File: config.mk
export PLATFORM = sky130hd
export DESIGN_NAME = margin_topk
export DESIGN_NICKNAME = d
export VERILOG_FILES = /design/src/rtl/margin_topk.sv
export SDC_FILE = /design/constraint.sdc
export NUM_CORES = 1
export LEC_CHECK = 0
export CAP_MARGIN = 30
export CORE_MARGIN = 1
export CORE_UTILIZATION = 40
export DETAILED_ROUTE_END_ITERATION = 10
export PLACE_DENSITY = 0.63
export SKIP_LAST_GASP = 1
export SLEW_MARGIN = 20
export SYNTH_ARGS = -nofsm -noshare
export SYNTH_HDL_FRONTEND = slang
export SYNTH_SLANG_ARGS = --single-unit
File: constraint.sdc
create_clock -name clk -period 11.6 [get_ports clk]
set_input_delay 1.74 -clock clk [delete_from_list [all_inputs] [get_ports clk]]
set_output_delay 1.74 -clock clk [all_outputs]
set_load 0.005 [all_outputs]
File: src/rtl/margin_topk.sv
// margin_topk: streaming uncertainty ranker for active-learning sample selection.
//
// Each accepted beat carries NUM_CLASSES unsigned class scores for one sample.
// Stage 1 registers the top score, the runner-up score and the sample index.
// Stage 2 turns them into an uncertainty key:
//   MODE = 0: margin key = top - runner-up
//   MODE = 1: least-confidence key = top
// It then inserts the key into a K-entry list kept sorted ascending by key.
// Rank 0 is the most uncertain sample. The list is readable through a
// registered random-access port.
//
// Ports:
//   clk, rst         clock, asynchronous active-high reset
//   start            pulse: clear list, counter and err, open a run (any state)
//   busy             run in progress (ACCUM or DRAIN)
//   done             one-cycle pulse when list contents are final
//   err              sticky: a beat arrived after the index space was exhausted
//   in_valid/ready   beat handshake; in_ready is high only in ACCUM
//   in_last          last sample of the run
//   in_scores        class c at bits [c*SCORE_W +: SCORE_W]
//   rd_addr          rank to read, 0 = most uncertain
//   rd_idx/key/vld   registered readout of that rank (one-cycle latency)
module margin_topk #(
    parameter int unsigned NUM_CLASSES = 4,
    parameter int unsigned SCORE_W     = 16,
    parameter int unsigned K           = 10,
    parameter int unsigned IDX_W       = 13,
    parameter int unsigned MODE        = 0
) (
    input  logic                                 clk,
    input  logic                                 rst,
    input  logic                                 start,
    output logic                                 busy,
    output logic                                 done,
    output logic                                 err,
    input  logic                                 in_valid,
    output logic                                 in_ready,
    input  logic                                 in_last,
    input  logic [NUM_CLASSES*SCORE_W-1:0]       in_scores,
    input  logic [((K > 1) ? $clog2(K) : 1)-1:0] rd_addr,
    output logic [IDX_W-1:0]                     rd_idx,
    output logic [SCORE_W-1:0]                   rd_key,
    output logic                                 rd_vld
);

    localparam int unsigned CNT_W = IDX_W + 1;
    localparam logic [CNT_W-1:0] CNT_MAX = CNT_W'(1) << IDX_W;

    typedef enum logic [1:0] {
        S_IDLE  = 2'd0,
        S_ACCUM = 2'd1,
        S_DRAIN = 2'd2,
        S_DONE  = 2'd3
    } state_t;

    state_t state_q, state_d;
    logic   drain_q, drain_d;
    logic   busy_d, done_d, ready_d;
    logic   clear_c;
    logic   accept_c;

    logic [CNT_W-1:0]   cnt_q;
    logic               s1_vld_q;
    logic [SCORE_W-1:0] s1_top_q, s1_sec_q;
    logic [IDX_W-1:0]   s1_idx_q;
    logic [SCORE_W-1:0] top_c, sec_c;

    logic [SCORE_W-1:0] key_q [K];
    logic [IDX_W-1:0]   idx_q [K];
    logic [K-1:0]       vld_q;
    logic [SCORE_W-1:0] key_d [K];
    logic [IDX_W-1:0]   idx_d [K];
    logic [K-1:0]       vld_d;
    logic [SCORE_W-1:0] new_key_c;
    logic [K-1:0]       lt_c;

    // A start in the same cycle as a beat wins: the beat is dropped.
    assign accept_c = in_valid && in_ready && !start;

    // FSM state register and registered status outputs.
    always_ff @(posedge clk or posedge rst) begin
        if (rst) begin
            state_q  <= S_IDLE;
            drain_q  <= 1'b0;
            busy     <= 1'b0;
            done     <= 1'b0;
            in_ready <= 1'b0;
        end else begin
            state_q  <= state_d;
            drain_q  <= drain_d;
            busy     <= busy_d;
            done     <= done_d;
            in_ready <= ready_d;
        end
    end

    // FSM next state; status outputs are decoded from the next state so they
    // line up with the state they describe.
    always_comb begin
        state_d = state_q;
        drain_d = drain_q;
        clear_c = 1'b0;
        case (state_q)
            S_IDLE: begin
            end
            S_ACCUM: begin
                if (accept_c && in_last) begin
                    state_d = S_DRAIN;
                    drain_d = 1'b0;
                end
            end
            S_DRAIN: begin
                // Two cycles: lets the last beat clear both pipeline stages.
                if (drain_q) begin
                    state_d = S_DONE;
                end else begin
                    drain_d = 1'b1;
                end
            end
            S_DONE: begin
                state_d = S_IDLE;
            end
            default: begin
                state_d = S_IDLE;
            end
        endcase
        if (start) begin
            state_d = S_ACCUM;
            clear_c = 1'b1;
        end
        busy_d  = (state_d == S_ACCUM) || (state_d == S_DRAIN);
        ready_d = (state_d == S_ACCUM);
        done_d  = (state_d == S_DONE);
    end

    // Top and runner-up score. A duplicate maximum becomes the runner-up,
    // which gives margin 0.
    always_comb begin
        top_c = in_scores[SCORE_W-1:0];
        sec_c = '0;
        for (int c = 1; c < int'(NUM_CLASSES); c++) begin
            if (in_scores[c*SCORE_W +: SCORE_W] > top_c) begin
                sec_c = top_c;
                top_c = in_scores[c*SCORE_W +: SCORE_W];
            end else if (in_scores[c*SCORE_W +: SCORE_W] > sec_c) begin
                sec_c = in_scores[c*SCORE_W +: SCORE_W];
            end
        end
    end

    // Sample counter, overflow flag and stage-1 pipeline register.
    // The counter saturates at 2^IDX_W. Beats arriving after that set err
    // and are not forwarded.
    always_ff @(posedge clk or posedge rst) begin
        if (rst) begin
            cnt_q    <= '0;
            err      <= 1'b0;
            s1_vld_q <= 1'b0;
            s1_top_q <= '0;
            s1_sec_q <= '0;
            s1_idx_q <= '0;
        end else if (clear_c) begin
            cnt_q    <= '0;
            err      <= 1'b0;
            s1_vld_q <= 1'b0;
        end else begin
            s1_vld_q <= 1'b0;
            if (accept_c) begin
                if (cnt_q == CNT_MAX) begin
                    err <= 1'b1;
                end else begin
                    cnt_q    <= cnt_q + CNT_W'(1);
                    s1_vld_q <= 1'b1;
                    s1_top_q <= top_c;
                    s1_sec_q <= sec_c;
                    s1_idx_q <= cnt_q[IDX_W-1:0];
                end
            end
        end
    end

    assign new_key_c = (MODE == 0) ? (s1_top_q - s1_sec_q) : s1_top_q;

    // Per-rank "new key goes at or before this slot". Strict less-than keeps
    // earlier samples ahead of later ones with an equal key. Because the list
    // is sorted with valid entries first, this vector is thermometer shaped.
    always_comb begin
        for (int i = 0; i < int'(K); i++) begin
            lt_c[i] = !vld_q[i] || (new_key_c < key_q[i]);
        end
    end

    // Parallel insert. The first slot with lt set takes the new entry. Every
    // later slot takes its upper neighbour, and the old rank K-1 falls off.
    always_comb begin
        key_d = key_q;
        idx_d = idx_q;
        vld_d = vld_q;
        if (s1_vld_q) begin
            if (lt_c[0]) begin
                key_d[0] = new_key_c;
                idx_d[0] = s1_idx_q;
                vld_d[0] = 1'b1;
            end
            for (int i = 1; i < int'(K); i++) begin
                if (lt_c[i]) begin
                    if (lt_c[i-1]) begin
                        key_d[i] = key_q[i-1];
                        idx_d[i] = idx_q[i-1];
                        vld_d[i] = vld_q[i-1];
                    end else begin
                        key_d[i] = new_key_c;
                        idx_d[i] = s1_idx_q;
                        vld_d[i] = 1'b1;
                    end
                end
            end
        end
    end

    // Ranked list storage. A start clears it and overrides any insert in the
    // same cycle, so beats still in flight are discarded.
    always_ff @(posedge clk or posedge rst) begin
        if (rst) begin
            for (int i = 0; i < int'(K); i++) begin
                key_q[i] <= '1;
                idx_q[i] <= '1;
            end
            vld_q <= '0;
        end else if (clear_c) begin
            for (int i = 0; i < int'(K); i++) begin
                key_q[i] <= '1;
                idx_q[i] <= '1;
            end
            vld_q <= '0;
        end else begin
            for (int i = 0; i < int'(K); i++) begin
                key_q[i] <= key_d[i];
                idx_q[i] <= idx_d[i];
            end
            vld_q <= vld_d;
        end
    end

    // Registered read port. Out-of-range ranks read as empty.
    always_ff @(posedge clk or posedge rst) begin
        if (rst) begin
            rd_idx <= '0;
            rd_key <= '0;
            rd_vld <= 1'b0;
        end else if (32'(rd_addr) < K) begin
            rd_idx <= idx_q[rd_addr];
            rd_key <= key_q[rd_addr];
            rd_vld <= vld_q[rd_addr];
        end else begin
            rd_idx <= '1;
            rd_key <= '1;
            rd_vld <= 1'b0;
        end
    end

endmodule

==> reports/qor.csv <==
metric;value;unit
Seq/Total Area, Yosys;0.372;
Worst EP arrival;10060;ps
Initial Utilization;0.404;
Top FF cell, synth;dfstp_2;
Synth warnings;0;
clk sinks;397;
async set-reset flop share out of synthesis;1.00;
CP top delay family;compound AO/OA/AOI/OAI gates;
vias in the first global route;22174;
number of DRC markers in iteration 0;1766;
Worst Tran Pin Value;1020;ps
outcome;completed;
number of synthesized flops with an enable pin;0;
Reg clk slew, reported paths;60;ps
TritonRoute pass-1 iters;5;
setup TNS;0;ps
clk_skew;32.5;ps
DIE AREA;70200;µm²
DRC;0;
pin count of the biggest net entering global routing;151;
Mapped Cells;2969;
synthesized flop and latch total;397;
antenna-violating nets left;0;
post-CTS setup repair buffer count;0;
total track usage;0.224;
Period Utilization, post-route;0.830;
DP HPWL;54400;µm
layout cells sized above 1;0.192;
first-pass GRT wire length;126000;µm
count of hold buffers inserted by post-cts repair;0;
fmax;104;MHz
area delta synth->final;13.8;%
CP endpoint kind;flip-flop;
CTS Buffer Depth;3;
slowest stage cell, crit path;and3b_1;
fin worst setup slack;1970;ps
Pwr per Cell Area;203;nW/µm²
vias per inst;5.81;
Post-Syn Area;27700;µm²
CTS buffer count;47;
worst vdd ir;0.188;mV
GR Overflow Total;0;
Mean Syn Cell Area;9.31;µm²
Core ar.;68500;µm²
pre-CTS setup slack;1520;ps
CP required;12030;ps
biggest cell delay along the critical path;880;ps
root cell of the clock tree;clkbuf_16;
commonest non-fill, non-tap cell in the layout;nor2_1;
leakage power;0.0144;µW
fin util;0.460;
Routability Congestion;0.883;
Top cell by count, worst path;a21o_1;
CTS H-tree lvls;2;
total wire length;78900;µm
Period minus WS final;9630;ps
Max-slew headroom;0.318;
Port Buffer Count;106;
final hold violations;0;
kind of critical path;input port to flip-flop;
Hold WS;491;ps
Worst-Skew Late Latency;620;ps
nets;3300;
drt wl/cell;20.2;µm
Pins Over Slew Limit;0;
CTS tree;yes;
Post-CTS Resized;0;
setup violators final;0;
Distinct cells, synth;81;
RSZ-0062 raised after global routing;no;
initial antenna violation count;5;
CP Launch Type;input port;
num rows;96;
detailed-route via count;22646;
class of the worst hold path;flip-flop to flip-flop;
CP bufs+invs;2;
CP max FO;30;
most frequent cells in the layout;nor2_1, a21oi_1, dfstp_2;
net count after synthesis;3291;
DIE HEIGHT;265;µm
Ports;107;
Die Width;265;µm
Max Cap Viol;0;
power breakdown:
group / total (µW) / internal [µW] / switching (µW) / leakage [µW]
clock: 1550 / 917 / 637 / 0.000792
combinational: 3190 / 1210 / 1980 / 0.00926
sequential: 1630 / 1530 / 100 / 0.00433
total: 6380 / 3660 / 2720 / 0.0144
layout make-up:
type                            count  area (µm²)
Antenna cell                        4        10.0
Clock buffer                       69        1380
Clock inverter                     16         220
Fill cell                        6536       37000
Inverter                          228         860
Multi-Input combinational cell   2134       16000
Sequential cell                   397       10300
Tap cell                          882        1100
Timing Repair Buffer              170        1660
final timing paths:
check,start,endpoint,slack [ps],cells after the start
max reg2reg,s1_top_q[0],key_q[155],5890,22
max in group asynchronous,rst,key_q[141],8070,5
max,in_scores[14],s1_sec_q[0],1970,28
min,idx_q[42],idx_q[29],490,2
min in group asynchronous,rst,rd_key[1],1610,2
min reg2reg,idx_q[42],idx_q[29],490,2
worst reg2reg max path, stage by stage, from the launching register on:
cell,delay (ps)
dfrtp_1,370
inv_1,60
ha_1,150
inv_1,50
fa_1,420
a21o_1,180
a21oi_1,240
nand2b_1,180
a21oi_1,140
a211o_1,330
a211o_1,260
nand3_1,90
buf_4,290
ha_1,320
o21a_1,110
o21a_1,160
o21ai_0,610
a31oi_4,20
buf_4,310
o31ai_4,610
buf_4,470
o21ai_0,160
o21ai_0,120
cells by family (layout without fill, tap and decap cells):
logic type                 after synthesis  count (layout)  synth area share
adders and majority gates              249             249             0.113
muxes                                  292             292             0.133
xor gates and xnor gates                22              22           0.00697
DFF                                    397             397             0.372
and+or+nand+nor                        711             711             0.115
other                                    0               4                 0
AOI/OAI and AO/OA                      860             860             0.198
buffers and inverters                  438             483            0.0608
layer usage:
| metal | track usage | wire length [µm] | vias up |
|---|---|---|---|
| met3 | 0.0314 | 4080 | 102 |
| li1 | - | - | 10770 |
| met2 | 0.367 | 37300 | 614 |
| met4 | 0.0576 | 1620 | 0 |
| met5 | 0 | 0 | - |
| met1 | 0.310 | 35900 | 11160 |
per-stage QoR:
stage | instances | power, µW | area [µm²]
5_1_grt | 3900 | 6860 | 31500
3_3_place_gp | 3801 | 4760 | 29700
2_1_floorplan | 2969 | 3740 | 27700
3_5_place_dp | 3809 | 4810 | 29800
4_1_cts | 3894 | 6400 | 31400
6_report | 3900 | 6380 | 31500
cells in the mapped netlist (60+ instances only):
cell | instances | area [µm²]
nor2_1 | 341 | 1280
inv_1 | 227 | 852
mux4_2 | 60 | 1350
a21oi_1 | 300 | 1500
o21ai_0 | 158 | 791
nor3_1 | 65 | 325
nand2_1 | 148 | 556
o21a_1 | 60 | 450
mux2i_1 | 218 | 2180
clkbuf_1 | 171 | 642
dfrtp_1 | 107 | 2680
dfstp_2 | 290 | 7620
ha_1 | 248 | 3100
state kept, by name, indices dropped and copies added (netlist names), 10 cells and up:
signal,cells
idx_q,130
vld_q,10
s1_sec_q,16
rd_idx,13
key_q,160
s1_top_q,16
cnt_q,14
rd_key,16
s1_idx_q,13
(Power assumes the default switching activity.)
